===== src/rtl/edge_arb_pkg_amisha.sv =====
// Shared types and limits for the edge-event arbiter.
package edge_arb_pkg_amisha;

  localparam int N_CH_MAX = 16;

  typedef enum logic {
    IDLE  = 1'b0,
    OFFER = 1'b1
  } arb_state_e;

endpackage


===== src/rtl/edge_pend_cell_amisha.sv =====
// One channel: previous-level register, pending event bit and optional sticky overflow.
// Optional feature: EDGE_ARB_OVF_EN adds the ovf flag.
module edge_pend_cell_amisha
  import edge_arb_pkg_amisha::*;
(
  input  logic clk,
  input  logic reset,
  input  logic level,
  input  logic enable,
  input  logic grant,
  output logic pending
`ifdef EDGE_ARB_OVF_EN
  ,
  output logic ovf
`endif
);

  logic prev;
  logic rise;

  assign rise = level & ~prev & enable;

  // NOTE: sequential state always uses non-blocking (<=) so every register samples pre-edge values.
  always_ff @(posedge clk) begin
    // prev tracks level even in reset so a level held high through reset is not an edge
    prev <= level;
    if (reset) begin
      pending <= 1'b0;
    end else if (!enable) begin
      pending <= 1'b0;
    end else if (rise) begin
      // a rise wins over a same-cycle grant: it is a new, separate event
      pending <= 1'b1;
    end else if (grant) begin
      pending <= 1'b0;
    end
  end

`ifdef EDGE_ARB_OVF_EN
  always_ff @(posedge clk) begin
    if (reset) begin
      ovf <= 1'b0;
    end else if (rise && pending) begin
      ovf <= 1'b1;
    end
  end
`endif

endmodule


===== src/rtl/edge_event_arbiter_amisha.sv =====
// Rising-edge detector bank feeding a round-robin valid/ready event port.
// Optional feature: EDGE_ARB_OVF_EN exposes sticky per-channel overflow flags.
module edge_event_arbiter_amisha
  import edge_arb_pkg_amisha::*;
#(
  parameter int N_CH = 4,
  parameter int ID_W = 2
) (
  input  logic            clk_amisha,
  input  logic            reset_amisha,
  input  logic [N_CH-1:0] level_amisha,
  input  logic [N_CH-1:0] enable_amisha,
  output logic            evt_valid_amisha,
  output logic [ID_W-1:0] evt_id_amisha,
  input  logic            evt_ready_amisha,
  output logic            busy_amisha
`ifdef EDGE_ARB_OVF_EN
  ,
  output logic [N_CH-1:0] ovf_amisha
`endif
);

  if (N_CH < 2 || N_CH > N_CH_MAX || (2 ** ID_W) < N_CH) begin : g_bad_params
    $error("edge_event_arbiter_amisha: unsupported N_CH/ID_W combination");
  end

  arb_state_e      state;
  logic [ID_W-1:0] ptr;
  logic [ID_W-1:0] next_ptr;
  logic [ID_W-1:0] base;
  logic [ID_W-1:0] winner;
  logic            found;
  logic            handshake;
  logic            load;
  logic [N_CH-1:0] pending;
  logic [N_CH-1:0] eligible;
  logic [N_CH-1:0] grant;

  for (genvar i = 0; i < N_CH; i++) begin : g_ch
    edge_pend_cell_amisha u_cell (
      .clk     (clk_amisha),
      .reset   (reset_amisha),
      .level   (level_amisha[i]),
      .enable  (enable_amisha[i]),
      .grant   (grant[i]),
      .pending (pending[i])
`ifdef EDGE_ARB_OVF_EN
      ,
      .ovf     (ovf_amisha[i])
`endif
    );
  end

  // A channel being disabled this cycle loses its pending bit at this edge, so never grant it
  assign eligible  = pending & enable_amisha;
  assign handshake = (state == OFFER) & evt_ready_amisha;
  assign next_ptr  = (evt_id_amisha == ID_W'(N_CH - 1)) ? '0 : evt_id_amisha + 1'b1;
  assign base      = handshake ? next_ptr : ptr;

  always_comb begin
    found  = 1'b0;
    winner = '0;
    for (int k = 0; k < N_CH; k++) begin
      if (!found && eligible[(int'(base) + k) % N_CH]) begin
        found  = 1'b1;
        winner = ID_W'((int'(base) + k) % N_CH);
      end
    end
  end

  assign load  = found & ((state == IDLE) | handshake);
  assign grant = load ? (N_CH'(1) << winner) : '0;

  always_ff @(posedge clk_amisha) begin
    if (reset_amisha) begin
      state            <= IDLE;
      evt_valid_amisha <= 1'b0;
      evt_id_amisha    <= '0;
      ptr              <= '0;
    end else begin
      case (state)
        IDLE: begin
          if (load) begin
            evt_id_amisha    <= winner;
            evt_valid_amisha <= 1'b1;
            state            <= OFFER;
          end
        end
        OFFER: begin
          if (handshake) begin
            ptr <= next_ptr;
            if (load) begin
              evt_id_amisha <= winner;
            end else begin
              evt_valid_amisha <= 1'b0;
              state            <= IDLE;
            end
          end
        end
        default: begin
          state            <= IDLE;
          evt_valid_amisha <= 1'b0;
        end
      endcase
    end
  end

  assign busy_amisha = evt_valid_amisha | (|pending);

endmodule


===== config.mk =====
export PLATFORM = sky130hd
export DESIGN_NAME = edge_event_arbiter_amisha
export DESIGN_NICKNAME = d
export VERILOG_FILES = /design/src/rtl/edge_arb_pkg_amisha.sv /design/src/rtl/edge_pend_cell_amisha.sv /design/src/rtl/edge_event_arbiter_amisha.sv
export SDC_FILE = /design/constraint.sdc
export NUM_CORES = 1
export LEC_CHECK = 0
export ABC_AREA = 1
export CORE_MARGIN = 2
export CORE_UTILIZATION = 36
export CTS_CLUSTER_SIZE = 24
export DETAILED_ROUTE_END_ITERATION = 10
export GPL_TIMING_DRIVEN = 0
export MAX_ROUTING_LAYER = met4
export RECOVER_POWER = 25
export SYNTH_ARGS = -nofsm -noshare
export SYNTH_HDL_FRONTEND = slang
export SYNTH_SLANG_ARGS = --single-unit

===== constraint.sdc =====
create_clock -name clk_amisha -period 5.1 [get_ports clk_amisha]
set_input_delay 0.51 -clock clk_amisha [delete_from_list [all_inputs] [get_ports clk_amisha]]
set_output_delay 0.51 -clock clk_amisha [all_outputs]
set_load 0.01 [all_outputs]

==> results.py <==
metrics = {
    "cts": {
        "cts_buffers": 3,
        "cts_setup_buffers": 0,
        "cts_sinks": 14,
        "htree_levels": 1,
        "worstSkewPairLatency_ns": 0.29,
        "cts_tree": "yes",
        "clock_path_buffers": 2,
        "clk_pin_slew_ns": 0.09,
        "cts.repair.resized": 0,
        "ctsHoldBuffers": 0,
        "root_buffer": "clkbuf_4",
    },
    "finish": {
        "area_growth_pct": 23.2,
        "post-route-cell-area_um2": 1140,
        "final_nets": 176,
        "drive_above_1_share_pct": 16.0,
        "finish.utilization_pct": 46.3,
        "multi_input_area_um2": 567,
        "seq_area_um2": 280,
        "diodes": 0,
        "num-fill-cells": 259,
    },
    "min_path": {
        "hold_depth": 3,
        "hp-start": "g_ch[3].u_cell.prev",
        "min_to": "g_ch[3].u_cell.pending",
        "hp-class": "flip-flop to flip-flop",
    },
    "drt": {
        "routed-via-count": 904,
        "vias_per_cell": 4.68,
        "drt_wl_total_mm": 1.97,
        "ant_nets": 0,
        "wire_per_inst_um": 10.2,
        "drc": 0,
        "drtIter0Drc": 20,
        "first_pass_iters": 4,
    },
    "yosys": {
        "syn_inst": 145,
        "synth-seq-area-share_pct": 30.4,
        "async_reset_ff_share_pct": 0,
        "yosysWarnings": 0,
        "synth_cell_types": 21,
        "synth_ff_type": "dfxtp_1",
        "avgSynthCellArea_um2": 6.37,
        "syn_area_um2": 923,
        "synth_nets": 157,
        "ys_ff_latch": 14,
        "synth-edff-count": 0,
    },
    "placement": {
        "place.gp.congestion": 0.845,
        "place_area_um2": 1100,
        "dp_hpwl_mm": 1.63,
        "place.port_buffers": 14,
    },
    "timing": {
        "finalSetupViolations": 0,
        "clock.fmax_ghz": 0.461,
        "max_slew.worst_pin.slew_ns": 0.286,
        "period_needed_ns": 2.17,
        "finalSetupTns_ns": 0,
        "finalMaxSlewViolations": 0,
        "finalClockSkew_ns": 0.00257,
        "slew_headroom_pct": 80.8,
        "rsz0062_at_grt": "false",
        "period_share_pct": 42.5,
        "hold_viol": 0,
    },
    "power_and_ir_drop": {
        "internal_power_uw": 289,
        "switching_share_pct": 48.0,
        "p_sw_uw": 267,
        "p_leak_nw": 0.588,
        "power.density_nw_per_um2": 489,
        "clkPwrFrac_pct": 14.7,
        "peakVddDrop_mv": 0.270,
        "combPwrFrac_pct": 59.2,
        "seqPwrFrac_pct": 26.1,
    },
    "die": {
        "design.core.area_um2": 2450,
        "initial_core_util_pct": 37.6,
        "die_area_um2": 2990,
        "rows": 18,
        "fp.dieW_um": 54.6,
        "die-height_um": 54.6,
        "boundaryPins": 15,
    },
    "global_routing": {
        "antenna_found_initial": 0,
        "overflow": 0,
        "grt_usage_pct": 15.5,
        "grt_pass1_wl_mm": 3.14,
        "grt_pass1_vias": 751,
        "grt_max_degree": 10,
    },
    "setup_path": {
        "cp.arrival_ns": 2.35,
        "r2r_start": "evt_id_amisha[0]",
        "cp-end-kind": "flip-flop",
        "ff2ff_path_depth": 14,
        "cp.required_ns": 5.28,
        "critical_path_class": "input pin to flip-flop",
        "r2r_end": "g_ch[3].u_cell.pending",
        "r2r_slack_ns": 3.10,
        "path_max_fanout": 9,
        "critPathLaunchType": "input pin",
    },
    "job": {
        "maxCapViolations": 0,
    },
    "run_status": {
        "status": "finished, final reports clean",
    },
}
how the worst max path moves through the flow:
stage,slack [ns],start,to,cells past startpoint
2_1_floorplan,3.30,evt_id_amisha[0],g_ch[2].u_cell.pending,13
5_1_grt,2.78,evt_ready_amisha,g_ch[2].u_cell.pending,13
4_1_cts,2.94,evt_ready_amisha,g_ch[2].u_cell.pending,13
3_5_place_dp,2.62,evt_ready_amisha,g_ch[2].u_cell.pending,13
3_3_place_gp,2.64,evt_ready_amisha,g_ch[3].u_cell.pending,15
6_report,2.93,evt_ready_amisha,g_ch[2].u_cell.pending,13
power groups by stage:
stage	Combinational [mW]	Clock, mW	Sequential, mW
6_report	0.329	0.0817	0.145
5_1_grt	0.367	0.0906	0.147
4_1_cts	0.331	0.0836	0.145
3_5_place_dp	0.329	0	0.148
3_3_place_gp	0.326	0	0.147
2_1_floorplan	0.251	0	0.148
cell usage in the layout (no fill, tap or decap):
| cell type | netlist | layout |
|---|---|---|
| nand3_2 | 1 | 1 |
| clkbuf_4 | 0 | 3 |
| ha_1 | 1 | 1 |
| clkinv_2 | 1 | 1 |
| nor2_1 | 6 | 6 |
| inv_1 | 17 | 17 |
| nand3_1 | 11 | 11 |
| inv_2 | 2 | 2 |
| clkbuf_8 | 0 | 1 |
| dlygate4sd3_1 | 0 | 4 |
| o21ai_2 | 1 | 1 |
| nor2_2 | 2 | 2 |
| nand2_1 | 56 | 56 |
| nor4_1 | 1 | 1 |
| clkdlybuf4s50_1 | 0 | 10 |
| a211oi_1 | 1 | 1 |
| o21ai_1 | 3 | 3 |
| nand4_1 | 2 | 2 |
| a21oi_1 | 9 | 9 |
| o21ai_4 | 1 | 1 |
| nand2_4 | 6 | 6 |
| dfxtp_1 | 14 | 14 |
| nand2_2 | 7 | 7 |
| nor2_4 | 1 | 1 |
| o21ai_0 | 2 | 2 |
layer usage:
metal	up-vias	GRT usage, %	part of all wire (%)
li1	490	-	-
met1	391	20.0	50
met2	18	23.2	44
met3	5	2.46	4.2
met4	0	7.50	2.2
met5	-	-	0
Yosys cell counts (2+ instances only):
cell	instances	share of area (%)
a21oi_1	9	4.9
dfxtp_1	14	30
inv_1	17	6.9
inv_2	2	0.81
nand2_1	56	23
nand2_2	7	4.7
nand2_4	6	7.3
nand3_1	11	6.0
nand4_1	2	1.4
nor2_1	6	2.4
nor2_2	2	1.4
o21ai_0	2	1.1
o21ai_1	3	1.6
registers in the layout, indices dropped and copies added, names as in the netlist:
| register | count |
|---|---|
| g_ch.u_cell.pending | 4 |
| g_ch.u_cell.prev | 4 |
| evt_id_amisha | 2 |
| ptr | 2 |
| evt_valid_amisha | 1 |
| state | 1 |
metrics by stage:
step | power [mW] | hold slack [ns] | std cells | setup slack [ns]
finish | 0.556 | 0.483 | 193 | 2.93
global placement | 0.473 | 0.463 | 189 | 2.64
floorplan | 0.398 | 0.447 | 145 | 3.30
CTS | 0.560 | 0.488 | 193 | 2.94
detailed placement | 0.477 | 0.474 | 189 | 2.62
global route | 0.605 | 0.506 | 193 | 2.78
critical path: stages:
cell and delay [ns]:
clkdlybuf4s50_1 0.48, nand2_4 0.17, clkinv_2 0.09, nand2_4 0.09
nand2_4 0.09, nand2_1 0.10, nand2_2 0.09, nor2_2 0.17
nand4_1 0.14, nand3_1 0.15, nand2_1 0.09, o21ai_1 0.13
a21oi_1 0.07
layout make-up:
| type | instances | area share (%) |
|---|---|---|
| multi-input combinational | 111 | 49.8 |
| sequential | 14 | 24.6 |
| clock buffer | 4 | 3.19 |
| inverter | 20 | 6.71 |
| tap | 30 | 3.30 |
| timing repair buffer | 14 | 12.3 |
cell families (layout without fill, tap and decap cells):
family                     count (synthesis)  after routing  synth area share [%]
AOI/OAI and AO/OA                         17             17                  11.1
buffers and inverters                     20             38                  8.27
and+or+nand+nor                           93             93                  48.9
DFF                                       14             14                  30.4
adders and majority gates                  1              1                  1.35
Power figures use the tool's default switching activity.
==> patch (config.mk and constraints unchanged) <==
Build with the macro `EDGE_ARB_OVF_EN` defined.
--- a/src/rtl/edge_pend_cell_amisha.sv
+++ b/src/rtl/edge_pend_cell_amisha.sv
@@ -1,5 +1,7 @@
 // One channel: previous-level register, pending event bit and optional sticky overflow.
 // Optional feature: EDGE_ARB_OVF_EN adds the ovf flag.
+`define EDGE_ARB_OVF_EN
+
 module edge_pend_cell_amisha
   import edge_arb_pkg_amisha::*;
 (
Check against the original RTL (old outputs only; new: ovf_amisha): equivalent (Yosys induction, for registers that start in step).
==> patch against the unedited design <==
Sequential power grew 23%; via count grew 29%; design area grew 35%; clock power grew 11%; routed wire length grew 41%; area after synthesis grew 37%; setup slack lost 0.089 ns; power grew 25%; synthesized cell count grew 23%; sequential cell count grew 4; first-iteration DRC count grew 45%; combinational power grew 30%; count of clock-buffer cells in the layout is the same.
==> patch: results (changes against the unedited design) <==
Place
  – DP Cell Count: 242 (+28%)
  – Routability Congestion: 0.845 (about the same)
  – Detail Placement HPWL: 2.24 mm (+38%)
  – Port Buf Inserts: 17 (+3)

Logic synthesis
  – Avg Inst Size Synth: 7.07 µm² (+11%)
  – Sequential share of the synthesized area: 0.285 (-0.0189)
  – List of most frequent post-synthesis cells: 38 x nand2_1, 28 x nand3_1, 22 x inv_1
  – Top cells by area, synth: dfxtp_1 28%, nand2_1 11%, nand3_1 11%
  – Syn_nets: 191 (+22%)
  – Yosys cell types: 26 (+24%)
  – Prevailing post-synth register cell: dfxtp_1

Critical path
  – Register-to-Register Setup Slack: 2.98 ns (-0.12 ns)
  – Largest stage delay, worst path: 0.50 ns (+0.02 ns)
  – CP max FO: 10 (+1)
  – Crit start category: input port
  – Worst Reg-to-Reg Cells: 13 (-1)
  – Critical path origin: evt_ready_amisha
  – Worst R2R Start: evt_id_amisha[0]
  – CP Capture Point: g_ch[1].u_cell.pending
  – Worst Path Arrival: 2.50 ns (+0.15 ns)

Min path
  – Worst hold start: g_ch[0].u_cell.ovf
  – Worst hold path endpoint: g_ch[0].u_cell.ovf
  – WHS Path Cells: 2 (-1)

Route
  – Routed length per instance: 11.3 µm (+10%)
  – Iter 0 DRT Violations: 29 (+45%)
  – Vias per inst: 4.74 (+1.1%)
  – Pre-antenna DRT Iters: 4 (unchanged)

Clock tree
  – Worst-Skew Late Latency: 0.29 ns (about the same)
  – Total CTS buffers: 3 (unchanged)
  – Resize count post-CTS: 0 (unchanged)
  – Post-CTS Setup Bufs: 0 (unchanged)
  – Buffer depth of the longest clock path: 2 (unchanged)
  – H-tree levels: 1 (unchanged)
  – Clk slew on worst S/H paths: 0.11 ns (+0.02 ns)

Finish
  – ANT cells: 0 (unchanged)
  – Final nets: 213 (+21%)
  – Finished Layout Cells: 246 (+27%)
  – Share of post-route cells with drive strength above 1: 0.210 (+0.0505)
  – Biggest regs: g_ch.u_cell.ovf (4), g_ch.u_cell.pending (4), g_ch.u_cell.prev (4)

GRT
  – First-pass GRT wire length: 4.97 mm (+58%)
  – Grt met2 use: 0.270 (+0.0378)
  – Vias in the first global route: 1126 (+50%)
  – Met3 Resource Use GR: 0.0411 (+0.0165)
  – Total track usage: 0.160 (+0.00510)
  – Grt met1 use: 0.192 (-0.00802)
  – Pin count of the biggest net entering global routing: 11 (+1)

Timing
  – Setup skew after layout: 0.00139 ns (-0.00117 ns)
  – # setup viols final: 0 (unchanged)
  – Slew @ Worst Pin: 0.418 ns (+0.132 ns)

Power
  – Max VDD drop: 0.000141 V (-48%)
  – LEAKAGE: 0.743 nW (+26%)

Status
  – Run status: completed
==> patch: cell types whose count changed after synthesis, sizes merged, moves of 2 or more <==
cell / delta
dfxtp: +4
inv: +4
nand3: +17
a21oi: +2
nor2: +11
buf: +5
o21ai: -3
nand2: -9
==> patch: layer usage <==
| layer | part of all wire | up-vias |
|---|---|---|
| li1 | - | 612 |
| met4 | 0.011 | 0 |
| met5 | 0 | - |
| met3 | 0.027 | 4 |
| met1 | 0.45 | 532 |
| met2 | 0.51 | 17 |
==> patch: layout make-up <==
class,instances,area (µm²)
Fill cell,395,1830
Buffer,6,53.8
Multi-Input combinational cell,131,757
Timing Repair Buffer,17,170
Sequential cell,18,360
Inverter,24,95.1
Tap cell,46,57.6
Clock buffer,4,36.3
==> patch: cell families (layout without fill, tap and decap cells) <==
kind of cell	Yosys count	after routing	share of synthesized area
and+or+nand+nor	112	112	0.493
buffers and inverters	30	51	0.118
AOI/OAI and AO/OA	18	18	0.0949
DFF	18	18	0.285
adders and majority gates	1	1	0.00988
==> patch: power by group <==
part	leakage (nW)	switching, mW	total (mW)	internal, mW
Sequential	0.148	0.0190	0.179	0.160
Combinational	0.574	0.268	0.427	0.159
Clock	0.0210	0.0468	0.0903	0.0435
==> patch: stage by stage <==
step	instance area (µm²)	hold slack, ns	utilization	setup slack (ns)
floorplan	1270	0.438	-	3.18
global placement	1490	0.456	0.444	2.59
detailed placement	1490	0.456	0.444	2.54
CTS	1530	0.487	0.455	2.84
global route	1530	0.527	0.455	2.66
finish	1530	0.479	0.455	2.84
